<file path="src/rtl/mdio_pkg.sv">
`default_nettype none
// +-----------------------------------------------------------------------+
// | mdio_pkg : shared constants and state encoding for mdio_responder      |
// | Revision : 1.0                                                         |
// +-----------------------------------------------------------------------+
package mdio_pkg;

  localparam int DATA_W  = 16;
  localparam int FIELD_W = 5;

  localparam logic [1:0] OP_READ  = 2'b10;
  localparam logic [1:0] OP_WRITE = 2'b01;
  localparam logic [1:0] TA_WRITE = 2'b10;

  typedef enum logic [3:0] {
    IDLE    = 4'd0,
    ST      = 4'd1,
    OP      = 4'd2,
    PHYAD   = 4'd3,
    REGAD   = 4'd4,
    TA      = 4'd5,
    WR_DATA = 4'd6,
    RD_DATA = 4'd7,
    SKIP    = 4'd8
  } state_t;

endpackage
`default_nettype wire

</file>
<file path="src/rtl/signal_sync.sv">
`default_nettype none
// +-----------------------------------------------------------------------+
// | signal_sync : multi-flop synchronizer for a single asynchronous bit    |
// | Revision    : 1.0                                                      |
// +-----------------------------------------------------------------------+
module signal_sync #(
  parameter int   Depth    = 2,
  parameter logic ResetVal = 1'b0
) (
  input  logic clk,
  input  logic rst_n,
  input  logic d,
  output logic q
);

  logic [Depth-1:0] sync_q, sync_d;

  always_comb begin
    sync_d = {sync_q[Depth-2:0], d};
  end

  always_ff @(posedge clk or negedge rst_n) begin
    if (!rst_n) sync_q <= {Depth{ResetVal}};
    else        sync_q <= sync_d;
  end

  assign q = sync_q[Depth-1];

endmodule
`default_nettype wire

</file>
<file path="src/rtl/mdio_responder.sv">
`default_nettype none
// +-----------------------------------------------------------------------+
// | mdio_responder : Clause-22 MDIO target with a register-bank port       |
// | Option : MDIO_PREAMBLE_SUPPRESS_EN accepts ST after a single 1 bit     |
// | Revision : 1.0                                                         |
// +-----------------------------------------------------------------------+
module mdio_responder
  import mdio_pkg::*;
#(
  parameter logic [4:0] PHY_ADDR     = 5'd1,
  parameter int         PREAMBLE_LEN = 32,
  parameter int         SYNC_DEPTH   = 2
) (
  input  logic              clk,
  input  logic              rst_n,
  input  logic              mdc,
  input  logic              mdio_in,
  output logic              mdio_out,
  output logic              mdio_oen,
  output logic [4:0]        reg_addr,
  output logic              reg_rd,
  input  logic [DATA_W-1:0] reg_rdata,
  output logic              reg_we,
  output logic [DATA_W-1:0] reg_wdata,
  output logic              busy
);

  localparam logic [5:0] PRE_MAX = 6'(PREAMBLE_LEN);

  logic mdc_s, mdio_s, rise;
  logic mdc_prev_q, mdc_prev_d;

  signal_sync #(.Depth(SYNC_DEPTH), .ResetVal(1'b0)) u_sync_mdc (
    .clk(clk), .rst_n(rst_n), .d(mdc), .q(mdc_s)
  );
  signal_sync #(.Depth(SYNC_DEPTH), .ResetVal(1'b1)) u_sync_mdio (
    .clk(clk), .rst_n(rst_n), .d(mdio_in), .q(mdio_s)
  );

  state_t              state_q, state_d;
  logic [5:0]          pre_q, pre_d;
  logic [4:0]          cnt_q, cnt_d;
  logic [DATA_W-1:0]   sh_q, sh_d;
  logic                is_read_q, is_read_d;
  logic                rd_pend_q, rd_pend_d;
  logic [FIELD_W-1:0]  reg_addr_q, reg_addr_d;
  logic                reg_rd_q, reg_rd_d;
  logic                reg_we_q, reg_we_d;
  logic [DATA_W-1:0]   reg_wdata_q, reg_wdata_d;
  logic                mdio_oen_q, mdio_oen_d;
  logic                mdio_out_q, mdio_out_d;
  logic                busy_q, busy_d;

  logic [DATA_W-1:0] shift_in;
  logic [11:0]       hdr;
  logic              pre_ok, addr_hit, op_ok, ta_exp;

  assign mdc_prev_d = mdc_s;
  assign rise       = mdc_s & ~mdc_prev_q;
  assign shift_in   = {sh_q[DATA_W-2:0], mdio_s};
  // {op, phyad, regad} as it stands once the last REGAD bit is shifted in
  assign hdr        = {sh_q[10:0], mdio_s};
  assign addr_hit   = (hdr[9:5] == PHY_ADDR);
  assign op_ok      = (hdr[11:10] == OP_READ) || (hdr[11:10] == OP_WRITE);
  assign ta_exp     = cnt_q[0] ? TA_WRITE[0] : TA_WRITE[1];

`ifdef MDIO_PREAMBLE_SUPPRESS_EN
  assign pre_ok = (pre_q != 6'd0);
`else
  assign pre_ok = (pre_q == PRE_MAX);
`endif

  always_comb begin
    state_d     = state_q;
    pre_d       = pre_q;
    cnt_d       = cnt_q;
    sh_d        = sh_q;
    is_read_d   = is_read_q;
    rd_pend_d   = reg_rd_q;
    reg_addr_d  = reg_addr_q;
    reg_rd_d    = 1'b0;
    reg_we_d    = 1'b0;
    reg_wdata_d = reg_wdata_q;
    mdio_oen_d  = mdio_oen_q;
    mdio_out_d  = mdio_out_q;
    busy_d      = busy_q;

    // Bank data is taken one clock after the read strobe has been seen
    if (rd_pend_q) sh_d = reg_rdata;

    if (rise) begin
      case (state_q)
        IDLE: begin
          if (mdio_s) begin
            if (pre_q != PRE_MAX) pre_d = pre_q + 6'd1;
          end else begin
            pre_d = 6'd0;
            if (pre_ok) begin
              state_d = ST;
              busy_d  = 1'b1;
            end
          end
        end
        ST: begin
          cnt_d = 5'd0;
          if (mdio_s) begin
            state_d = OP;
          end else begin
            state_d = IDLE;
            busy_d  = 1'b0;
          end
        end
        OP: begin
          sh_d  = shift_in;
          cnt_d = cnt_q + 5'd1;
          if (cnt_q == 5'd1) begin
            state_d = PHYAD;
            cnt_d   = 5'd0;
          end
        end
        PHYAD: begin
          sh_d  = shift_in;
          cnt_d = cnt_q + 5'd1;
          if (cnt_q == 5'd4) begin
            state_d = REGAD;
            cnt_d   = 5'd0;
          end
        end
        REGAD: begin
          sh_d  = shift_in;
          cnt_d = cnt_q + 5'd1;
          if (cnt_q == 5'd4) begin
            cnt_d = 5'd0;
            if (addr_hit && op_ok) begin
              state_d    = TA;
              is_read_d  = (hdr[11:10] == OP_READ);
              reg_addr_d = hdr[4:0];
              reg_rd_d   = (hdr[11:10] == OP_READ);
            end else begin
              state_d = SKIP;
            end
          end
        end
        TA: begin
          if (is_read_q) begin
            mdio_oen_d = 1'b0;
            mdio_out_d = 1'b0;
            state_d    = RD_DATA;
            cnt_d      = 5'd0;
          end else if (mdio_s != ta_exp) begin
            state_d = IDLE;
            busy_d  = 1'b0;
          end else if (cnt_q == 5'd1) begin
            state_d = WR_DATA;
            cnt_d   = 5'd0;
          end else begin
            cnt_d = cnt_q + 5'd1;
          end
        end
        WR_DATA: begin
          sh_d  = shift_in;
          cnt_d = cnt_q + 5'd1;
          if (cnt_q == 5'd15) begin
            reg_we_d    = 1'b1;
            reg_wdata_d = shift_in;
            state_d     = IDLE;
            busy_d      = 1'b0;
          end
        end
        RD_DATA: begin
          if (cnt_q == 5'd16) begin
            mdio_oen_d = 1'b1;
            mdio_out_d = 1'b1;
            state_d    = IDLE;
            busy_d     = 1'b0;
          end else begin
            mdio_out_d = sh_q[DATA_W-1];
            sh_d       = {sh_q[DATA_W-2:0], 1'b0};
            cnt_d      = cnt_q + 5'd1;
          end
        end
        SKIP: begin
          cnt_d = cnt_q + 5'd1;
          if (cnt_q == 5'd17) begin
            state_d = IDLE;
            busy_d  = 1'b0;
          end
        end
        default: begin
          state_d = IDLE;
          busy_d  = 1'b0;
        end
      endcase
    end
  end

  always_ff @(posedge clk or negedge rst_n) begin
    if (!rst_n) begin
      mdc_prev_q  <= 1'b0;
      state_q     <= IDLE;
      pre_q       <= 6'd0;
      cnt_q       <= 5'd0;
      sh_q        <= '0;
      is_read_q   <= 1'b0;
      rd_pend_q   <= 1'b0;
      reg_addr_q  <= '0;
      reg_rd_q    <= 1'b0;
      reg_we_q    <= 1'b0;
      reg_wdata_q <= '0;
      mdio_oen_q  <= 1'b1;
      mdio_out_q  <= 1'b1;
      busy_q      <= 1'b0;
    end else begin
      mdc_prev_q  <= mdc_prev_d;
      state_q     <= state_d;
      pre_q       <= pre_d;
      cnt_q       <= cnt_d;
      sh_q        <= sh_d;
      is_read_q   <= is_read_d;
      rd_pend_q   <= rd_pend_d;
      reg_addr_q  <= reg_addr_d;
      reg_rd_q    <= reg_rd_d;
      reg_we_q    <= reg_we_d;
      reg_wdata_q <= reg_wdata_d;
      mdio_oen_q  <= mdio_oen_d;
      mdio_out_q  <= mdio_out_d;
      busy_q      <= busy_d;
    end
  end

  assign mdio_out  = mdio_out_q;
  assign mdio_oen  = mdio_oen_q;
  assign reg_addr  = reg_addr_q;
  assign reg_rd    = reg_rd_q;
  assign reg_we    = reg_we_q;
  assign reg_wdata = reg_wdata_q;
  assign busy      = busy_q;

endmodule
`default_nettype wire
</file>
<file path="config.mk">
export PLATFORM = sky130hd
export DESIGN_NAME = mdio_responder
export DESIGN_NICKNAME = d
export VERILOG_FILES = /design/src/rtl/mdio_pkg.sv /design/src/rtl/signal_sync.sv /design/src/rtl/mdio_responder.sv
export SDC_FILE = /design/constraint.sdc
export NUM_CORES = 1
export LEC_CHECK = 0
export CAP_MARGIN = 40
export CORE_ASPECT_RATIO = 1.25
export CORE_MARGIN = 1.5
export CORE_UTILIZATION = 54
export CTS_CLUSTER_SIZE = 12
export DETAILED_ROUTE_END_ITERATION = 6
export PLACE_DENSITY = 0.79
export SYNTH_ARGS = -nofsm -noshare
export SYNTH_HDL_FRONTEND = slang
export SYNTH_SLANG_ARGS = --single-unit
export TNS_END_PERCENT = 30
</file>
<file path="constraint.sdc">
create_clock -name clk -period 2.6 [get_ports clk]
set_clock_uncertainty 0.15 [all_clocks]
set_input_delay 0.39 -clock clk [delete_from_list [all_inputs] [get_ports clk]]
set_output_delay 0.39 -clock clk [all_outputs]
set_load 0.005 [all_outputs]
</file>
Word level (Yosys, flattened, before mapping)
Cells that the tools add are included.

Add/subtract/negate cells: 2. Multipliers: 0. Div/mod/pow operators: 0. $lt $le $gt $ge: 0. Equal/unequal tests: 35. Shifts and indexed selects: 0. Multiplexer cells: 48. Bitwise logic cells: 3. Reductions and logical operators: 17.

Operators with widths (count): $mux W16 (3); $mux W4 (12); $pmux W4 S9 (1); $pmux W16 S2 (1); $pmux W5 S6 (1); $ne A2 B2 Y1 const B (14); $mux W5 (5); $reduce_and A10 Y1 (2); $mux W1 (19); $eq A4 B3 Y1 const B (4); $mux W6 (2); $reduce_and A4 Y1 (3); $eq A5 B1 Y1 const B (2); $eq A5 B5 Y1 const B (2); $reduce_and A3 Y1 (3); $eq A4 B2 Y1 const B (2); $pmux W1 S7 (1); $add A6 B1 Y6 const B (1); $eq A6 B6 Y1 const B (1); $ne A6 B6 Y1 const B (1); $reduce_bool A6 Y1 (1); $add A5 B1 Y5 const B (1); $eq A5 B3 Y1 const B (1); $eq A5 B4 Y1 const B (1); other kinds (18) (21).

Flip-flop bits (word level): 64. Latch bits: 0. Bits in writable memories: 0. Bits in read-only memories: 0. Bits of input ports: 20. Output and inout bits: 26. Word-level logic and storage cells: 121. Memories kept: 0.

Depth between registers and ports, before layout
Depth after elaboration: 7. Depth in mapped cells: 8. Mapped depth without buffers: 8.

Hierarchy
Synthesis repeated with hierarchy kept, for this count alone.

Cell total of the unflattened synthesis: 290. Area, all modules: 3244.4 um^2.

Modules (own cells, without submodules): mdio_responder (instances 1, cells an instance 286, area an instance 3141.8 um^2, seq. area each 1503.9 um^2); signal_sync at u_sync_mdio (instances 1, cells an instance 2, area an instance 52.6 um^2, seq. area each 52.6 um^2); signal_sync at u_sync_mdc (instances 1, cells an instance 2, area an instance 50.0 um^2, seq. area each 50.0 um^2).

Worst setup path before layout
No wires, ideal clock.

Path kind: reg2reg. From: register pre_q[2]. To: register state_q[1]. Library setup time: 125 ps. Arrival time: 2011 ps. Path slack: 314 ps. Stages on the path, launching flop included: 6. Period minus slack after synthesis: 2286 ps. Cell sequence: dfrtp_1 > or3_1 > or4_4 > a311oi_4 > nand2_4 > mux2_4.

Cells in the longest elaborated chain, start to end: 3.

Ends and longest elaborated chain: start, declared (RTL line mdio_responder.sv:41) `logic [5:0] pre_q, pre_d;`; start signal, assigned (RTL line mdio_responder.sv:216) `pre_q <= pre_d;`; $eq A6 B6 Y1 (RTL line mdio_responder.sv:70) `assign pre_ok = (pre_q == PRE_MAX);`; $ne A2 B2 Y1 (no source line); $reduce_and A10 Y1 (no source line); end signal, assigned (RTL line mdio_responder.sv:215) `state_q <= state_d;`; end, declared (RTL line mdio_responder.sv:40) `state_t state_q, state_d;`.

No other way between the ends. A chain may end at the register's enable or synchronous reset.

Final worst setup path
From: register cnt_q[0]. To: register cnt_q[3].

Cells in the longest elaborated chain, start to end: 5. Elaborated cells between the ends (all ways): 15. Classes of those cells: 1 x add/sub; 6 x eq/ne; 7 x mux; 1 x reduce/logical.

Ends and longest elaborated chain: start, declared (RTL line mdio_responder.sv:42) `logic [4:0] cnt_q, cnt_d;`; start signal, assigned (RTL line mdio_responder.sv:217) `cnt_q <= cnt_d;`; $add A5 B1 Y5 or $eq A5 B1 Y1 (tied branches); $mux W5 (RTL line mdio_responder.sv:116, mdio_responder.sv:153); $mux W5 (RTL line mdio_responder.sv:150) `end else if (mdio_s != ta_exp) begin`; $mux W5 (RTL line mdio_responder.sv:145) `if (is_read_q) begin`; $pmux W5 S6 (RTL line mdio_responder.sv:92) `case (state_q)`.

Parallel ways exist; a longest one is shown, timed or not. The select of a mux whose other input is x is not followed.

==> results.md <==
- Initial antenna violation count: 0
- Post-Syn Area: 3170 um^2
- Crit path depth: 7
- Peak per-stage delay on the critical path: approximately 0.50 ns
- Num CTS Buffers: 9
- Critical-path maximum fanout: 9
- CTS max path bufs: 2
- Register area: 1610 um^2
- Slew Limit Headroom: around 47%
- Worst-path clk slew: ~0.070 ns
- Worst setup SP type: flip-flop
- Final hold violations: 0
- Final #Nets: between 300 and 400
- Final min period: roughly 2.4 ns
- CTS tree: built
- Vias in the first global route: approximately 2300
- Critical Path RT: 2.70 ns
- Worst-Skew Late Latency: between 0.3 and 0.4 ns
- Grt ovf: 0
- Number of I/O pins: between 40 and 50
- R2r endpoint: cnt_q[3]$_DFFE_PN0P_
- Gpl congestion: around 0.87
- Diode count: 0
- Root Driver: clkbuf_8
- Final slew viol count: 0
- Design Power: 2.02 mW
- Tot GR Track Use: 23.3%
- Prevailing post-synth register cell: dfrtp_1
- Area occupied by multi-input gates: 1470 um^2
- Placed inst area: 3760 um^2
- DR vias: 2416
- MaxCap Viol Count: 0
- Die area: 6350 um^2
- Initial drt markers: 200
- Critical path origin: cnt_q[0]$_DFFE_PN0P_
- Slowest CP cell: dfrtp_1
- Fmax: between 400 and 500 MHz
- Reg2reg start: cnt_q[0]$_DFFE_PN0P_
- Power Density: 510 nW/um^2
- Seq/Total Area, Yosys: 50.6%
- DR DRC count: 0
- Post_cts resized: 0
- Worst IR Drop VDD: between 0.0004 and 0.0005 V
- Critical-path cell list: inv_1 > ha_1 > and4bb_2 > a32o_1 > a211o_1 > or2_1 > o31ai_1
- Net count after synthesis: 334
- Top cells by area, synth: dfrtp_1, nand2_1, mux2i_1
- Post-synthesis cell type count: 57
- Kind of cell adding the most delay to the critical path: compound AO/OA/AOI/OAI gates
- WHS: between 0.2 and 0.25 ns
- Post-synth top area share: between 40% and 50%
- Setup TNS Final: 0 ns
- Rows: 31
- Status: finished clean
- Cells on worst reg2reg path: 7
- Core Util, Final: approximately 69%
- Critical path class: flip-flop to flip-flop
- Nature of the critical path endpoint: flip-flop
- Top cell type by total area after synthesis: dfrtp_1
- First-pass DRT Iterations: 6
- Detailed placement HPWL: approximately 4800 um
- Fillers: between 400 and 500
- YS warnings: 0
- Total wire length: about 6700 um
- Layout area overhead: 24.8%
- Largest net degree at the start of global routing: between 40 and 50
- Core Region: between 5000 and 6000 um^2
- Share of layout cells above drive strength 1: between 15 and 20%
- Period Utilization, post-route: between 90 and 100%
- Synthesized netlist cell count: 307
- CTS sink cnt: 64
- Synthesized area per cell: 10.3 um^2
- IO buf count: between 40 and 50
- Initial Util: 55.3%
- CP Capture Point: cnt_q[3]$_DFFE_PN0P_
- WP buf/inv: 1
- RSZ-0062 raised after global routing: false
- Flops & latches, synth: 64
- Routed wire per std cell: 15.4 um
- EDFF count, synth: 0
- Hold Path Class: flip-flop to flip-flop
- DR vias/cell: between 5 and 6
- Final setup fails: 0
- Worst R2R Setup Slack: approximately 0.16 ns
- P_leak: about 1.6 nW
- Non-Filler Cell Area, Final: 3960 um^2
- First-pass GRT wire length: around 11000 um
- DRT antenna net count: 0
- Async set or reset register ratio after synthesis: 100%
- Die W: roughly 72 um
- Die height: approximately 89 um
- Htree depth: 3
- Slew @ Worst Pin: between 0.7 and 0.8 ns
- Worst EP arrival: about 2.5 ns
-- report_power, final --
group          total [mW]  internal (mW)  switching (mW)
Clock               0.840          0.442           0.398
Sequential           1.05           1.02          0.0299
Combinational       0.128         0.0666          0.0612
-- cell usage in the layout, fill, tap and decap left out, types with 3 or more instances in the layout --
master           netlist  routed
buf_4                  0      12
nor2_1                22      22
nand2_1               47      47
a22o_1                 4       4
inv_1                 10      10
mux2i_1               16      16
nor3_1                 4       4
clkdlybuf4s50_1        0      44
a21oi_1               21      21
o21ai_0               16      15
clkbuf_8               0       9
nand3_1                5       5
nand2b_1               3       3
dfrtp_1               60      60
clkinvlp_4             0       3
mux2_2                13      13
nand3b_1               3       3
mux2_4                 3       3
ha_1                   7       7
nor2b_1                6       6
dfstp_2                4       4
-- cells in the mapped netlist, types with 4 or more instances --
cell type   n
nor3_1      4
a21oi_1    21
dfstp_2     4
ha_1        7
dfrtp_1    60
a22o_1      4
mux2_2     13
nor2b_1     6
clkbuf_1   11
mux2i_1    16
nand3_1     5
nor2_1     22
nand2_1    47
inv_1      10
o21ai_0    16
-- per-stage QoR --
step | worst slack (ns) | cells
2_1_floorplan | 0.314 | 307
3_5_place_dp | 0.163 | 416
3_3_place_gp | 0.275 | 416
5_1_grt | 0.0218 | 433
6_report | 0.155 | 433
4_1_cts | 0.161 | 433
-- flip-flops by register name, indices dropped and copies added (netlist names), 2 cells and up --
name / count
u_sync_mdc.sync_q: 2
sh_q: 16
pre_q: 6
u_sync_mdio.sync_q: 2
cnt_q: 5
reg_wdata: 16
state_q: 4
reg_addr: 5
-- final cells by class --
cell class,instances,area share [%]
tap,66,2.08
sequential,64,40.5
clock inverter,7,1.80
inverter,11,1.04
timing repair buffer,59,14.3
multi-input combinational,217,37.1
clock buffer,9,3.13
-- worst min-delay path by stage --
stage	start	endpoint	slack [ns]	cells past startpoint
after global routing	u_sync_mdio.sync_q[0]$_DFF_PN1_	u_sync_mdio.sync_q[1]$_DFF_PN1_	0.22	0
after global placement	u_sync_mdc.sync_q[0]$_DFF_PN0_	u_sync_mdc.sync_q[1]$_DFF_PN0_	0.18	0
after floorplan	rst_n	busy$_DFFE_PN0P_	-0.06	0
after CTS	u_sync_mdio.sync_q[0]$_DFF_PN1_	u_sync_mdio.sync_q[1]$_DFF_PN1_	0.21	0
after detailed placement	u_sync_mdc.sync_q[0]$_DFF_PN0_	u_sync_mdc.sync_q[1]$_DFF_PN0_	0.19	0
final	u_sync_mdio.sync_q[0]$_DFF_PN1_	u_sync_mdio.sync_q[1]$_DFF_PN1_	0.21	0
-- repair_timing --
action,4_1_cts,5_1_grt
hold buffers,1,0
hold endpoints to repair,18,0
setup buffers,0,0
-- cells by family (layout without fill, tap and decap cells) --
group / count (synthesis) / in the layout / synth area share (%)
AND/OR/NAND/NOR: 111 / 111 / 18.3
AO/OA/AOI/OAI: 65 / 65 / 13.6
flip-flops: 64 / 64 / 50.6
multiplexers: 32 / 32 / 11.1
buffers and inverters: 26 / 86 / 3.15
adder cells (fa/ha/maj): 7 / 7 / 2.76
XOR/XNOR: 2 / 2 / 0.552
-- routing by layer --
metal | track usage (%) | vias to the layer above | part of all wire [%]
met1 | 30.6 | 1151 | 45
met2 | 35.9 | 54 | 48
li1 | - | 1197 | -
met5 | 0 | - | 0
met4 | 10.8 | 0 | 2.7
met3 | 6.72 | 14 | 4.3
Note: power is estimated with default switching activity, not from simulation.
